==> src/rtl/cmutex_merge_n_cache.sv <==
// N-channel mutex merge with a single-entry output buffer for the cache control path.
// Build option: define CMERGE_RR_EN for round-robin arbitration; otherwise fixed priority (lowest index wins).
module cmutex_merge_n_cache #(
    parameter int N_CH   = 4,
    parameter int DATA_W = 2,
    localparam int ID_W  = $clog2(N_CH)
) (
    input  logic                     clk,
    input  logic                     rst,
    input  logic [N_CH-1:0]          i_drive,
    input  logic [N_CH*DATA_W-1:0]   i_data,
    output logic [N_CH-1:0]          o_free,
    output logic                     o_driveNext,
    output logic [DATA_W-1:0]        o_data,
    output logic [ID_W-1:0]          o_id,
    input  logic                     i_freeNext
);

    typedef enum logic {
        EMPTY = 1'b0,
        FULL  = 1'b1
    } state_t;

    state_t state, state_nx;

    logic                any_drive;
    logic                cap;
    logic [ID_W-1:0]     win;
    logic [N_CH-1:0]     grant;
    logic [DATA_W-1:0]   cap_data;
    logic [DATA_W-1:0]   data_p1;
    logic [ID_W-1:0]     id_p1;

    // Index addition modulo N_CH; operands are always < N_CH.
    function automatic logic [ID_W-1:0] wrap_add(input logic [ID_W-1:0] a,
                                                 input logic [ID_W-1:0] b);
        logic [ID_W:0] s;
        s = {1'b0, a} + {1'b0, b};
        if (s >= (ID_W+1)'(N_CH))
            s = s - (ID_W+1)'(N_CH);
        return s[ID_W-1:0];
    endfunction

    function automatic logic [ID_W-1:0] first_set(input logic [N_CH-1:0] v);
        logic [ID_W-1:0] r;
        r = '0;
        for (int i = N_CH - 1; i >= 0; i--) begin
            if (v[i])
                r = ID_W'(i);
        end
        return r;
    endfunction

    assign any_drive = |i_drive;

`ifdef CMERGE_RR_EN
    logic [ID_W-1:0]     ptr_p1;
    logic [2*N_CH-1:0]   drive_dbl;
    logic [N_CH-1:0]     drive_rot;

    // Rotate requests so the pointer channel sits at bit 0, then map the offset back.
    assign drive_dbl = {i_drive, i_drive} >> ptr_p1;
    assign drive_rot = drive_dbl[N_CH-1:0];
    assign win       = wrap_add(ptr_p1, first_set(drive_rot));

    always_ff @(posedge clk) begin
        if (rst)
            ptr_p1 <= '0;
        else if (cap)
            ptr_p1 <= wrap_add(win, ID_W'(1));
    end
`else
    assign win = first_set(i_drive);
`endif

    assign cap    = any_drive & ~rst & ((state == EMPTY) | i_freeNext);
    assign grant  = N_CH'(1) << win;
    assign o_free = cap ? grant : '0;

    always_comb begin
        cap_data = '0;
        for (int i = 0; i < N_CH; i++) begin
            if (win == ID_W'(i))
                cap_data = i_data[i*DATA_W +: DATA_W];
        end
    end

    always_comb begin
        state_nx = state;
        case (state)
            EMPTY: if (any_drive) state_nx = FULL;
            FULL:  if (i_freeNext && !any_drive) state_nx = EMPTY;
            default: state_nx = EMPTY;
        endcase
    end

    // Stage p1: output buffer register.
    always_ff @(posedge clk) begin
        if (rst) begin
            state   <= EMPTY;
            data_p1 <= '0;
            id_p1   <= '0;
        end else begin
            state <= state_nx;
            if (cap) begin
                data_p1 <= cap_data;
                id_p1   <= win;
            end else if (state == FULL && i_freeNext) begin
                data_p1 <= '0;
            end
        end
    end

    assign o_driveNext = (state == FULL);
    assign o_data      = data_p1;
    assign o_id        = id_p1;

endmodule
==> config.mk <==
export PLATFORM = sky130hd
export DESIGN_NAME = cmutex_merge_n_cache
export DESIGN_NICKNAME = d
export VERILOG_FILES = /design/src/rtl/cmutex_merge_n_cache.sv
export SDC_FILE = /design/constraint.sdc
export NUM_CORES = 1
export LEC_CHECK = 0
export ABC_CLOCK_PERIOD_IN_PS = 1460
export BUFFER_PORTS_ARGS = -buffer_cell sky130_fd_sc_hd__buf_4
export CAP_MARGIN = 20
export CORE_AREA = 2 2 39 41
export DETAILED_ROUTE_END_ITERATION = 8
export DIE_AREA = 0 0 41 43
export HOLD_SLACK_MARGIN = 0.05
export MAX_ROUTING_LAYER = met4
export PLACE_DENSITY = 0.5
export SLEW_MARGIN = 10
export SYNTH_ARGS = -nofsm -noshare
export SYNTH_HDL_FRONTEND = slang
export SYNTH_SLANG_ARGS = --single-unit
==> constraint.sdc <==
create_clock -name clk -period 1.46 [get_ports clk]
set_input_delay 0.292 -clock clk [delete_from_list [all_inputs] [get_ports clk]]
set_output_delay 0.292 -clock clk [all_outputs]
set_load 0.01 [all_outputs]
Word-level counts from Yosys, hierarchy flattened:

Index checks and enable logic that the tools add are counted.
W data, S select, Z words.

* register bits: 5
* input bits: 15
* output and inout port bits: 9
* word-level logic and storage cells: 32

* equal/unequal tests: 3
* shifts and indexed selects: 1
* muxes and demuxes: 14
* bitwise logic cells: 5
* reduce and logical (&&, ||, !) cells: 6

Operator list (count)
* $mux W2: 10
* $eq A2 B2 Y1 const B: 2
* $mux W4: 1
* $reduce_or A4 Y1: 1
* $shl A1 B2 Y4 const A: 1
* $and A1 B1 Y1: 2
* $eq A2 B1 Y1 const B: 1
* $logic_and A1 B1 Y1: 2
* $logic_not A2 Y1: 1
* $mux W1: 2
* $not A1 Y1: 2
* $pmux W1 S2: 1
* $reduce_bool A2 Y1: 1
* $logic_not A1 Y1: 1
* $or A1 B1 Y1: 1

Depth between registers and ports, before layout:

Gate-level depths: netlist of the first run.

* depth in word-level cells: 10
* mapped depth: 4
* mapped depth without buffers: 4

Worst setup path after synthesis of the first run:

No wires, ideal clock.

* path kind: register -> output
* start point: reg state, in the netlist o_driveNext
* end point: out o_free[3]
* arrival time: 1005 ps
* required time: 1168 ps
* setup slack: 163 ps
* stages on the path, launching flop included: 5
* buffers on the path: 0
* cell sequence: dfxtp_1 -> nor2b_1 -> nor3_2 -> nand2_1 -> nor2_1

* word-level cells in the longest chain between the ends: 4

RTL lines
* from (decl): line 24 `state_t state, state_nx;`
* from (signal assigned): line 104 `state <= state_nx;`
* $not A1 Y1
* $or A1 B1 Y1: line 76 `assign cap = any_drive & ~rst & ((state == EMPTY) | i_freeNext);`
* $and A1 B1 Y1: line 76
* $mux W4: line 78 `assign o_free = cap ? grant : '0;`
* to (decl): line 12 `output logic [N_CH-1:0] o_free,`

Every way passes these cells.

Worst setup path in the final report of the first run:

Same ends and word-level chain as after synthesis.

==> results of run 1 <==
worst max-delay path, stage by stage, from the launching register on:
cell and delay (ps):
dfxtp_2 310, nor2b_4 120, nor3_2 130, nand2_1 100, nor2_1 100, buf_4 120
synthesized netlist by cell type:
cell type and number:
dfxtp_1 5, nor3_1 2, nand2b_1 4, o22ai_1 2, a22o_1 2, o221a_1 2, nor2b_1 1, nor4_1 1
mux2i_1 1, inv_1 2, nor2_1 8, nand2_1 3, nor3b_1 1, nor4_4 1, a21oi_1 3, nor3_2 1
repair_timing:
item                       CTS  global route
setup buffers                3             1
pin swaps                    3             2
setup endpoints to repair    4             4
gates cloned                 0             0
gates resized for setup      4             2
final cells by class:
cell class | count | area (um2)
Clock buffer | 4 | 26.28
Fill cell | 146 | 763.2
Inverter | 2 | 7.507
Multi-Input combinational cell | 32 | 232.7
Sequential cell | 5 | 101.3
Tap cell | 16 | 20.02
Timing Repair Buffer | 31 | 232.7
cell families after synthesis:
group | synth area share
AND/OR/NAND/NOR | 0.4080
AO/OA/AOI/OAI | 0.2160
flip-flops | 0.3200
buffers and inverters | 0.02401
multiplexers | 0.03200
where the power goes:
part           switching (mW)  leakage (nW)  internal [mW]  total, mW
sequential            0.00521        0.0415          0.148      0.153
combinational          0.0585         0.235         0.0819      0.140
clock                  0.0536        0.0150          0.103      0.157
per-layer routing:
metal,share of wire,wire length [um]
met5,0,0
met3,0.12,116
met1,0.42,394
met2,0.46,438
met4,0,0
flip-flops by register name, indices dropped and copies added (netlist names):
name	cells
o_data	2
o_driveNext	1
o_id	2
path summary, 6_finish.rpt:
| check | startpoint | to | slack (ps) | cells after the start |
|---|---|---|---|---|
| max | o_driveNext | o_free[3] | 50 | 5 |
| min | i_freeNext | o_driveNext | 370 | 3 |
| max reg2reg | o_driveNext | o_data[0] | 130 | 7 |
| min reg2reg | o_data[1] | o_data[1] | 480 | 1 |
metrics by stage:
| step | hold WS, ps | instances | util | cell area, um2 |
|---|---|---|---|---|
| global placement | 464.6 | 82 | 0.3870 | 535.5 |
| finish | 370.8 | 90 | 0.4485 | 620.6 |
| floorplan | 361.1 | 39 | - | 312.8 |
| global route | 374.6 | 90 | 0.4485 | 620.6 |
| CTS | 351.6 | 89 | 0.4331 | 599.3 |
| detailed placement | 466.2 | 82 | 0.3870 | 535.5 |
==> metrics, run 1 <==
Yosys reg bits 5; Hold Fails Final Rpt 0; CTS Sinks 5; number of DRC violations after detailed-routing iteration 0 6; unrepaired setup endpoints after global routing yes; Global Route met3 Usage 0.09948; GPL Wtd Cong 0.6794; final setup margin a little under 50 ps; CTS tree done; first-pass GRT wire length 1345 um; Synth Instances 39; die area ~1800 um2; H-tree depth 1; FMAX roughly 700 MHz; num ports 24; period utilization 0.9664; area share of the largest cell type after synthesis 0.3200; IO Port Bufs 23; GRT overflow 0; worst-margin pin slew 250.4 ps; Design Power 450.1 uW; outcome complete, no violations; worst-skew pair later-pin latency 240 ps; DIE HEIGHT 43 um; CP Max Fanout 2; Worst Path Required 1170 ps; most common cell after layout, fill and taps aside buf_4; clock transition at the registers of the reported paths 40 ps; Slew HR 0.8318; n_diodes 0; initial antenna violation count 0; via count 398; vias in the first global route approximately 360; CP Launch Type flop; Lkg Pwr a little under 0.3 nW; Total Routing Usage GR 0.1202; worst hold path class input port to flop; final setup fails 0; drt pass-1 iters 2; grt peak-use layer met2; yosys warns 0; met2 usage 0.1656; Nets 90; core area 1384 um2; post-synthesis sequential area ratio 0.3200; Mapped Area 312.8 um2; most frequent cells in the layout 31 x buf_4, 8 x nor2_1, 4 x nand2b_1, 4 x dfxtp_1; die width approximately 40 um; Max clock buf depth 2; Residual DRC 0; antenna-violating nets left 0; clk root buf clkbuf_4; min Tclk post-route around 1400 ps; Num CTS Buffers 3; hold_buf cts 0; Synth Net Count 54; P&R area growth vs syn 98.40%; Worst IR Drop VDD 0.0005011 V; setup TNS 0 ps; routed wire length 948 um; share of layout cells above drive strength 1 0.5405; initial core utilization 0.2260; vias per inst 4.422; Rows 14; Synth Area per Inst around 8 um2; Worst Path Arrival 1120 ps; nature of the critical path endpoint primary output; path type of the worst setup path flop to primary output; top post-synthesis cells by area dfxtp_1 32%, nor2_1 9.6%, nand2b_1 8.0%, o221a_1 7.2%, nor4_4 6.8%; MaxCap Viol Count 0; Cell variety after synth 16; Pwr Density 725.2 nW/um2; cell taking the most area after synthesis dfxtp_1; pre-CTS setup slack between 20 and 25 ps; pin count of the biggest net entering global routing 8; max-slew violation count 0; Post-DP HPWL between 700 and 800 um; Final Skew 0.2064 ps; GR Util met1 0.1346; routed len/inst 10.53 um
No activity file was read; power rests on OpenSTA's default activity.
==> inputs of run 2 (changes only) <==
--- a/config.mk
+++ b/config.mk
@@ -5,7 +5,7 @@
 export SDC_FILE = /design/constraint.sdc
 export NUM_CORES = 1
 export LEC_CHECK = 0
-export ABC_CLOCK_PERIOD_IN_PS = 1460
+export ABC_CLOCK_PERIOD_IN_PS = 1260
 export BUFFER_PORTS_ARGS = -buffer_cell sky130_fd_sc_hd__buf_4
 export CAP_MARGIN = 20
 export CORE_AREA = 2 2 39 41
@@ -13,7 +13,7 @@
 export DIE_AREA = 0 0 41 43
 export HOLD_SLACK_MARGIN = 0.05
 export MAX_ROUTING_LAYER = met4
-export PLACE_DENSITY = 0.5
+export PLACE_DENSITY = 0.52
 export SLEW_MARGIN = 10
 export SYNTH_ARGS = -nofsm -noshare
 export SYNTH_HDL_FRONTEND = slang
==> constraint.sdc (replaced) <==
create_clock -name clk -period 1.26 [get_ports clk]
set_input_delay 0.252 -clock clk [delete_from_list [all_inputs] [get_ports clk]]
set_output_delay 0.252 -clock clk [all_outputs]
set_load 0.01 [all_outputs]
==> run 2 against run 1 <==
The flow now finishes with violations (negative setup slack). Non-clock buffer count is 1 higher. Via count is 6.5% higher. Clock skew is 2.0 ps higher. Critical path depth stayed put. Worst hold slack worse by 32 ps. Die area stayed put. Critical path type unchanged. Critical endpoint is now o_free[2].
==> metrics, run 2 (synthesized netlist as in run 1, its figures left out) <==
worst-skew pair later-pin latency around 240 ps; CTS tree done; core area 1384 um2; GR Util met1 0.1553; initial antenna violation count 0; clk root buf clkbuf_4; num ports 24; DIE HEIGHT 43 um; Slew HR 0.8354; failing checks negative setup slack; Total Routing Usage GR 0.1320; FMAX 729.2 MHz; Worst IR Drop VDD about 0.00043 V; share of layout cells above drive strength 1 0.5467; H-tree depth 1; Post-DP HPWL roughly 760 um; antenna-violating nets left 0; CP Max Fanout 2; Design Power 524.7 uW; final instance area 619.3 um2; path type of the worst setup path flop to primary output; Max clock buf depth 2; first-pass GRT wire length around 1500 um; routed len/inst 10.45 um; Pwr Density ~850 nW/um2; pre-CTS setup slack -54.58 ps; P&R area growth vs syn 98.00%; cell family with most CP delay simple AND/OR/NAND/NOR gates; Worst Path Required 1010 ps; Crit path buffers/inverters 1; IO Port Bufs 23; GPL Wtd Cong 0.6871; die area 1763 um2; hold_buf cts 0; die width 41 um; CP Cell Sequence nor2b_4 -> nor3_2 -> nand2_1 -> nor2_1 -> buf_4; GRT overflow 0; Final Skew 2.233 ps; most common cell after layout, fill and taps aside buf_4; pin count of the biggest net entering global routing 7; placed cell area 565.5 um2; Nets 91; worst-margin pin slew 245.1 ps; setup TNS -413.7 ps; fin cells 91; Rows 14; most frequent cells in the layout 32 x buf_4, 8 x nor2_1, 4 x nand2b_1, 4 x dfxtp_1; Num CTS Buffers 3; Worst path slowest cell dfxtp_2; initial core utilization 0.2260; clock transition at the registers of the reported paths 40 ps; unrepaired setup endpoints after global routing yes; CTS Sinks 5; placed insts 86; met2 usage 0.1938; slowest cell delay on critical path 310 ps; CP Launch Type flop; via count 424; final setup margin -111.5 ps; drt pass-1 iters 4; n_diodes 0; grt peak-use layer met2; worst hold path class input port to flop; nature of the critical path endpoint primary output; Fill cells 147; Worst Path Arrival 1120 ps; vias in the first global route 420; Hold Fails Final Rpt 0; Lkg Pwr between 0.2 and 0.3 nW; period utilization 1.088; min Tclk post-route 1371 ps; MaxCap Viol Count 0; vias per inst roughly 4.7; number of DRC violations after detailed-routing iteration 0 6; final setup fails 4; max-slew violation count 0; outcome finished with violations; Global Route met3 Usage 0.06283; Residual DRC 0; routed wire length 951 um
run 2: repair_timing:
| item | in CTS | in global routing |
|---|---|---|
| pin swaps | 3 | 3 |
| gates resized for setup | 4 | 1 |
| buffers inserted | 3 | 1 |
| setup endpoints to repair | 4 | 7 |
run 2: final timing paths:
check,cells after the start,slack (ps),startpoint,endpoint
max reg2reg,6,120,o_driveNext,o_id[0]
min,3,340,rst,o_driveNext
max,5,-110,o_driveNext,o_free[2]
min reg2reg,1,470,o_data[0],o_data[0]
run 2: final cells by class:
class / count / area [um2] / share of cell area
well taps: 16 / 20.02 / 0.03232
multi-input cells: 32 / 224.0 / 0.3616
inverters: 2 / 7.507 / 0.01212
repair buffers: 32 / 240.2 / 0.3879
flip-flops and latches: 5 / 101.3 / 0.1636
clock buffers: 4 / 26.28 / 0.04242
run 2: where the power goes:
part / switching [mW] / internal (mW) / total (mW)
Sequential: 0.00578 / 0.171 / 0.177
Combinational: 0.0666 / 0.0952 / 0.162
Clock: 0.0662 / 0.120 / 0.186
run 2: metrics by stage:
step                      hold slack, ps    util
after floorplan                    321.1       -
after global placement             465.0  0.4087
after detailed placement           461.7  0.4087
after CTS                          341.3  0.4575
after global routing               347.1  0.4476
final                              339.0  0.4476
run 2: metal layers:
| layer | vias up | routed length (um) |
|---|---|---|
| met4 | 0 | 0 |
| met1 | 187 | 429 |
| met3 | 0 | 113 |
| met2 | 21 | 409 |
| met5 | - | 0 |
| li1 | 216 | - |
run 2: tightest hold or removal path: cells and delay by family:
family | cells | cell delay (ps)
AOI/OAI and AO/OA | 1 | 50
buffers and inverters | 2 | 230
==> inputs of run 3 (changes only) <==
--- a/config.mk
+++ b/config.mk
@@ -5,7 +5,7 @@
 export SDC_FILE = /design/constraint.sdc
 export NUM_CORES = 1
 export LEC_CHECK = 0
-export ABC_CLOCK_PERIOD_IN_PS = 1260
+export ABC_CLOCK_PERIOD_IN_PS = 1500
 export BUFFER_PORTS_ARGS = -buffer_cell sky130_fd_sc_hd__buf_4
 export CAP_MARGIN = 20
 export CORE_AREA = 2 2 39 41
@@ -13,7 +13,7 @@
 export DIE_AREA = 0 0 41 43
 export HOLD_SLACK_MARGIN = 0.05
 export MAX_ROUTING_LAYER = met4
-export PLACE_DENSITY = 0.52
+export RECOVER_POWER = 25
 export SLEW_MARGIN = 10
 export SYNTH_ARGS = -nofsm -noshare
 export SYNTH_HDL_FRONTEND = slang
==> constraint.sdc (replaced) <==
create_clock -name clk -period 1.5 [get_ports clk]
set_input_delay 0.3 -clock clk [delete_from_list [all_inputs] [get_ports clk]]
set_output_delay 0.3 -clock clk [all_outputs]
set_load 0.01 [all_outputs]
==> run 3 against run 2 <==
The flow now finishes without violations. Sequential share of layout area increased by 0.65 points. Worst setup slack better by 170 ps. Routed wire length is 1.8% higher. Final cell count decreased by 4.4%. Combinational power down 20%. Highest routed layer unchanged. Design area decreased by 3.8%. Sequential power decreased by 15%. Clock-buffer cell count stayed put. First-iteration DRC count is 17% lower. Global-route usage fell by 0.54 points.
==> metrics, run 3 (synthesized netlist as in run 1, its figures left out) <==
outcome complete, no violations; num ports 24; core area 1384 um2; Worst Path Arrival 1140 ps; FMAX 692.5 MHz; worst hold path class input port to flop; placed insts 81; vias per inst 4.598; CP most frequent cell buf_4; Total Routing Usage GR 0.1265; Worst path slowest cell dfxtp_2; max-slew violation count 0; Num CTS Buffers 3; nature of the critical path endpoint primary output; final instance area around 600 um2; Pwr Density 737.9 nW/um2; CP Cell Sequence nor2b_4 -> buf_4 -> nor4_2 -> buf_4; number of DRC violations after detailed-routing iteration 0 5; most frequent cells in the layout 28 x buf_4, 8 x nor2_1, 4 x nand2b_1, 4 x dfxtp_1; cell family with most CP delay flip-flops; CP startpoint o_driveNext; die width between 40 and 50 um; final setup fails 0; Lkg Pwr 0.2765 nW; fin cells 87; H-tree depth 1; Worst Path Required 1200 ps; CP Max Fanout 4; unrepaired setup endpoints after global routing yes; routed wire length roughly 970 um; Post-Route Utilization 0.4304; min Tclk post-route roughly 1400 ps; CTS tree done; die area 1763 um2; MaxCap Viol Count 0; vias in the first global route about 360; worst-margin pin slew 307.1 ps; clock transition at the registers of the reported paths approximately 50 ps; DIE HEIGHT between 40 and 50 um; Post-DP HPWL 751.3 um; Residual DRC 0; placed cell area 528.0 um2; period utilization 0.9627; via count 400; Slew HR 0.7937; path type of the worst setup path flop to primary output; antenna-violating nets left 0; clk root buf clkbuf_4; hold_buf cts 0; CTS Sinks 5; GPL Wtd Cong 0.7527; first-pass GRT wire length 1442 um; Crit path buffers/inverters 2; share of layout cells above drive strength 1 0.5211; GRT overflow 0; Rows 14; Design Power 439.4 uW; min-delay src rst; n_diodes 0; IO Port Bufs 23; setup TNS 0 ps; routed len/inst ~11 um; worst-skew pair later-pin latency 250 ps; Max clock buf depth 2; RR Startpoint o_driveNext; Worst IR Drop VDD about 0.00040 V; P&R area growth vs syn 90.40%; drt pass-1 iters 3; CP Launch Type flop; Nets 87; most common cell after layout, fill and taps aside buf_4; initial antenna violation count 0; slowest cell delay on critical path roughly 330 ps; initial core utilization 0.2260; Final Skew 7.908 ps; Hold Fails Final Rpt 0; pin count of the biggest net entering global routing 8
[run 3: worst register-to-register path: stages, from the launching register on]
cell     delay (ps)
dfxtp_2         340
nor2b_4         180
nor3_4           50
buf_4           130
buf_4           130
o221a_1         110
a22o_1          220
[run 3: power by group]
part	switching, mW	total [mW]	leakage, nW	internal [mW]
clock network	0.0595	0.160	0.0150	0.101
logic	0.0554	0.130	0.220	0.0742
registers	0.00582	0.150	0.0415	0.144
total	0.121	0.439	0.276	0.319
[run 3: cell type report]
| class | count | area (um2) |
|---|---|---|
| clock buffer | 4 | 26.28 |
| tap | 16 | 20.02 |
| timing repair buffer | 28 | 210.2 |
| multi-input combinational | 32 | 230.2 |
| fill | 146 | 788.3 |
| sequential | 5 | 101.3 |
| inverter | 2 | 7.507 |
[run 3: worst paths after layout]
kind                     to  slack, ps  cells past startpoint
setup / recovery  o_free[1]         60                      4
hold / removal      o_id[0]        300                      2
setup reg to reg  o_data[0]        240                      6
hold reg to reg   o_data[1]        480                      1
[run 3: what timing repair did]
| item | in CTS | in global routing |
|---|---|---|
| hold endpoints to repair | 0 | 0 |
| setup buffers | 1 | 1 |
| resized for setup | 3 | 3 |
| setup endpoints to repair | 4 | 4 |
| pin swaps | 3 | 2 |
[run 3: per-layer routing]
| layer | global-route usage | vias up | part of all wire |
|---|---|---|---|
| li1 | - | 206 | - |
| met4 | 0.04000 | 0 | 0 |
| met2 | 0.2000 | 12 | 0.50 |
| met5 | - | - | 0 |
| met1 | 0.1318 | 182 | 0.43 |
| met3 | 0.06283 | 0 | 0.071 |
[run 3: through the flow]
step                      worst slack (ps)  hold slack [ps]
after floorplan                      194.5            369.1
after global placement               86.03            467.5
after detailed placement             67.52            462.2
after CTS                            1.541            266.7
after global routing                -47.88            305.6
final                                55.97            295.8
